File: src/rtl/serial_to_parallel_receiver.sv
// serial_to_parallel_receiver: collects WIDTH+1 serial bits per frame and presents them as a parallel word
module serial_to_parallel_receiver #(
  parameter int WIDTH = 15
) (
  input  logic             clk,
  input  logic             res,
  input  logic             serial_in,
  input  logic             start,
  input  logic             sample_en,
  input  logic             lsb_first,
  output logic [WIDTH:0]   out_data,
  output logic             valid,
  output logic             busy,
  output logic             err
);
  localparam int CW = $clog2(WIDTH + 1);
  typedef enum logic [1:0] {IDLE = 2'd0, SHIFT = 2'd1} state_t;
  state_t state_q, state_d;
  logic [WIDTH:0] sr_q, sr_d, out_q, out_d, shifted;
  logic [CW-1:0] cnt_q, cnt_d;
  logic valid_q, valid_d, err_q, err_d, order_q, order_d, last;
  always_ff @(posedge clk or posedge res) begin
    if (res) begin
      state_q <= IDLE;
      sr_q    <= '0;
      cnt_q   <= '0;
      out_q   <= '0;
      valid_q <= 1'b0;
      err_q   <= 1'b0;
      order_q <= 1'b1;
    end else begin
      state_q <= state_d;
      sr_q    <= sr_d;
      cnt_q   <= cnt_d;
      out_q   <= out_d;
      valid_q <= valid_d;
      err_q   <= err_d;
      order_q <= order_d;
    end
  end
  always_comb begin
    state_d = state_q;
    sr_d    = sr_q;
    cnt_d   = cnt_q;
    out_d   = out_q;
    valid_d = 1'b0;
    err_d   = 1'b0;
    order_d = order_q;
    shifted = order_q ? {serial_in, sr_q[WIDTH:1]} : {sr_q[WIDTH-1:0], serial_in};
    last    = sample_en && (cnt_q == CW'(WIDTH));
    case (state_q)
      IDLE: begin
        if (start) begin
          state_d = SHIFT;
          cnt_d   = '0;
          order_d = lsb_first;
        end
      end
      SHIFT: begin
        // a start on the last-bit edge chains the next frame instead of flagging overrun
        err_d = start && !last;
        if (sample_en) begin
          sr_d  = shifted;
          cnt_d = cnt_q + 1'b1;
        end
        if (last) begin
          out_d   = shifted;
          valid_d = 1'b1;
          cnt_d   = '0;
          state_d = start ? SHIFT : IDLE;
          order_d = start ? lsb_first : order_q;
        end
      end
      default: state_d = IDLE;
    endcase
  end
  assign out_data = out_q;
  assign valid    = valid_q;
  assign err      = err_q;
  assign busy     = (state_q == SHIFT);
endmodule

File: config.mk
export PLATFORM = sky130hd
export DESIGN_NAME = serial_to_parallel_receiver
export DESIGN_NICKNAME = d
export VERILOG_FILES = /design/src/rtl/serial_to_parallel_receiver.sv
export SDC_FILE = /design/constraint.sdc
export NUM_CORES = 1
export LEC_CHECK = 0
export BUFFER_PORTS_ARGS = -buffer_cell sky130_fd_sc_hd__buf_2
export CAP_MARGIN = 20
export CORE_AREA = 2 2 53 65
export DETAILED_ROUTE_END_ITERATION = 12
export DIE_AREA = 0 0 55 67
export HOLD_SLACK_MARGIN = 0.06
export PLACE_DENSITY_LB_ADDON = 0.2
export SYNTH_ARGS = -nofsm -noshare
export SYNTH_HDL_FRONTEND = slang
export SYNTH_SLANG_ARGS = --single-unit
File: constraint.sdc
create_clock -name clk -period 2.1 [get_ports clk]
set_input_delay 0.42 -clock clk [delete_from_list [all_inputs] [get_ports clk]]
set_output_delay 0.42 -clock clk [all_outputs]
set_load 0.05 [all_outputs]
==> run metrics <==
status finished clean; Worst VDD drop between 0.8 and 0.9 mV; asr flop ratio synth 1.00; CP max stage cell dfrtp_1; synth-to-layout area growth 10.5%; maxcap violations 0; worst rel slew slack 0.679; Post-synth EDFFs 0; Mapped Cells 149; Detail Route Antenna Nets 0; clock tree sinks 40; gr usage total 0.184; vias per inst ~5.3; width of the die 55 um; cell row count 22; final net count 182; vias in the first global route roughly 1,100; First DRT Iteration DRCs 23; Worst Setup End Kind register; largest net degree at the start of global routing 41; CP Cell Sequence and2_4 -> and4_4 -> mux2_2; Post-CTS Setup Inserts 0; RSZ-0062 raised after global routing no; clk_skew 0.0117 ns; Worst-Margin Slew 0.481 ns; Tmin final around 1.7 ns; top-area cell type share of the netlist area 0.553; Routed wire per std cell between 10 and 15 um; Net Count, Synth 156; WL final approximately 2.8 mm; internal reg-to-reg setup slack approximately 0.41 ns; GRT overflow 0; insertion delay to the later sink of the worst-skew pair 0.34 ns; Pwr per Cell Area around 1500 mW/mm^2; Synth Area per Inst about 12 sq um; Startpoint Class register; Most used DFF post-synth dfrtp_1; worst setup margin 0.413 ns; final slew viol count 0; fraction of layout cells with a size suffix above 1 0.267; initial antenna violation count 0; worst reg2reg path depth 3; post_cts resized 0; Hold WS between 0.15 and 0.2 ns; Place WS between 0.4 and 0.5 ns; RePlAce Congestion between 0.7 and 0.8; Clk pin slew, worst setup/hold paths about 0.11 ns; CTS Buf Count 5; synthesized cell area 0.00176 sq mm; DRC 0; Seq/Total Area, Yosys 0.568; die area between 0.003 and 0.004 sq mm; cell taking the most area after synthesis dfrtp_1; HP Class in -> async; FF+latch count, synth 40; die span in y 67 um; yosys warns 0; most common cell in the netlist dfrtp_1; Inserted Diodes 0; Post-CTS Hold Buffers 0; global-route wire length before repair 4.70 mm; Hold Vio Cnt, Final 0; TritonCTS clock tree done; CP Data Arrival Time 1.92 ns; Core Footprint around 0.003 sq mm; Port Buf Inserts 24; CTS Buffer Depth 2; Setup Crit Path Kind reg -> reg; synth top area cells dfrtp_1 (55%), mux2i_1 (15%), mux2_2 (7.0%); Initial Util 0.583; Max Clk Rate 593 MHz; first-pass detailed-route iteration total 4; H-Tree Depth 2; final setup violation count 0; crit-path max cell delay between 0.5 and 0.6 ns; clk root buf clkbuf_4; Final TNS setup 0 ns; CP required 2.34 ns; layout filler cell count around 250; Post-DP HPWL 2.00 mm; vias about 1,100; top post-synthesis cells by count dfrtp_1 (39), mux2i_1 (27), inv_1 (16); Lkg Pwr 0.891 nW; count of different cell masters after synthesis 25; worst-path fanout max 17; Final period util 0.803; Ports 25
cells by family after synthesis:
logic type                 after synthesis  share of synthesized area
AOI/OAI and AO/OA                       19                     0.0589
adders and majority gates                1                    0.00709
muxes                                   38                      0.223
buffers and inverters                   24                     0.0688
DFF                                     40                      0.568
xor gates and xnor gates                 1                    0.00497
and+or+nand+nor                         26                     0.0688
sequential cells by signal (all words and copies together) (netlist names):
signal / count
state_q: 1
err: 1
order_q: 1
valid: 1
cnt_q: 4
out_data: 16
sr_q: 16
worst max-delay path, delay by kind of cell (launching register included):
kind             cells  cell delay [ns]
and+or+nand+nor      2             0.63
DFF                  1             0.55
muxes                1             0.38
worst paths after layout:
path | start | to
max | state_q[0]$_DFFE_PP0P_ | out_data[14]$_DFFE_PP0P_
min | res | valid$_DFF_PP0_
max reg2reg | state_q[0]$_DFFE_PP0P_ | out_data[14]$_DFFE_PP0P_
min reg2reg | out_data[13]$_DFFE_PP0P_ | out_data[13]$_DFFE_PP0P_
max in group asynchronous | res | order_q$_DFFE_PP1P_
min in group clk | lsb_first | order_q$_DFFE_PP1P_
per-stage QoR:
step / instance area, sq um / power [mW] / instances / util
after floorplan: 1760 / 2.20 / 149 / -
after global placement: 1890 / 2.42 / 204 / 0.624
after detailed placement: 1890 / 2.47 / 204 / 0.624
after CTS: 1950 / 2.86 / 212 / 0.644
after global routing: 1950 / 3.02 / 212 / 0.644
final: 1950 / 2.83 / 212 / 0.644
where the power goes:
| part | switching [mW] | total [mW] | internal [mW] |
|---|---|---|---|
| clock network | 0.229 | 0.394 | 0.165 |
| registers | 0.233 | 1.30 | 1.06 |
| logic | 0.707 | 1.14 | 0.433 |
| total | 1.17 | 2.83 | 1.66 |
layout make-up:
cell class	count	area (sq um)	area share
Clock buffer	8	58.8	0.0302
Inverter	16	60.1	0.0308
Multi-Input combinational cell	85	641	0.329
Sequential cell	40	1000	0.514
Tap cell	36	45.0	0.0231
Timing Repair Buffer	27	143	0.0732
layer usage:
layer | vias up | share of wire | GRT usage
li1 | 552 | - | -
met1 | 548 | 0.43 | 0.204
met2 | 21 | 0.52 | 0.311
met3 | 7 | 0.040 | 0.0650
met4 | 0 | 0.017 | 0.0762
met5 | - | 0 | 0
layout by cell type (no fill, tap or decap), types with 2 or more instances in the layout:
cell      synthesis  final
buf_4             0      3
buf_2             4     24
nand2_1           4      4
a21oi_1          14     14
clkbuf_1          1      2
nor2_1           15     15
clkbuf_4          0      5
inv_1            16     16
nand3_1           2      2
dfrtp_1          39     39
mux2i_1          27     27
mux2_2           11     11
Note: power is estimated with default switching activity, not from simulation.
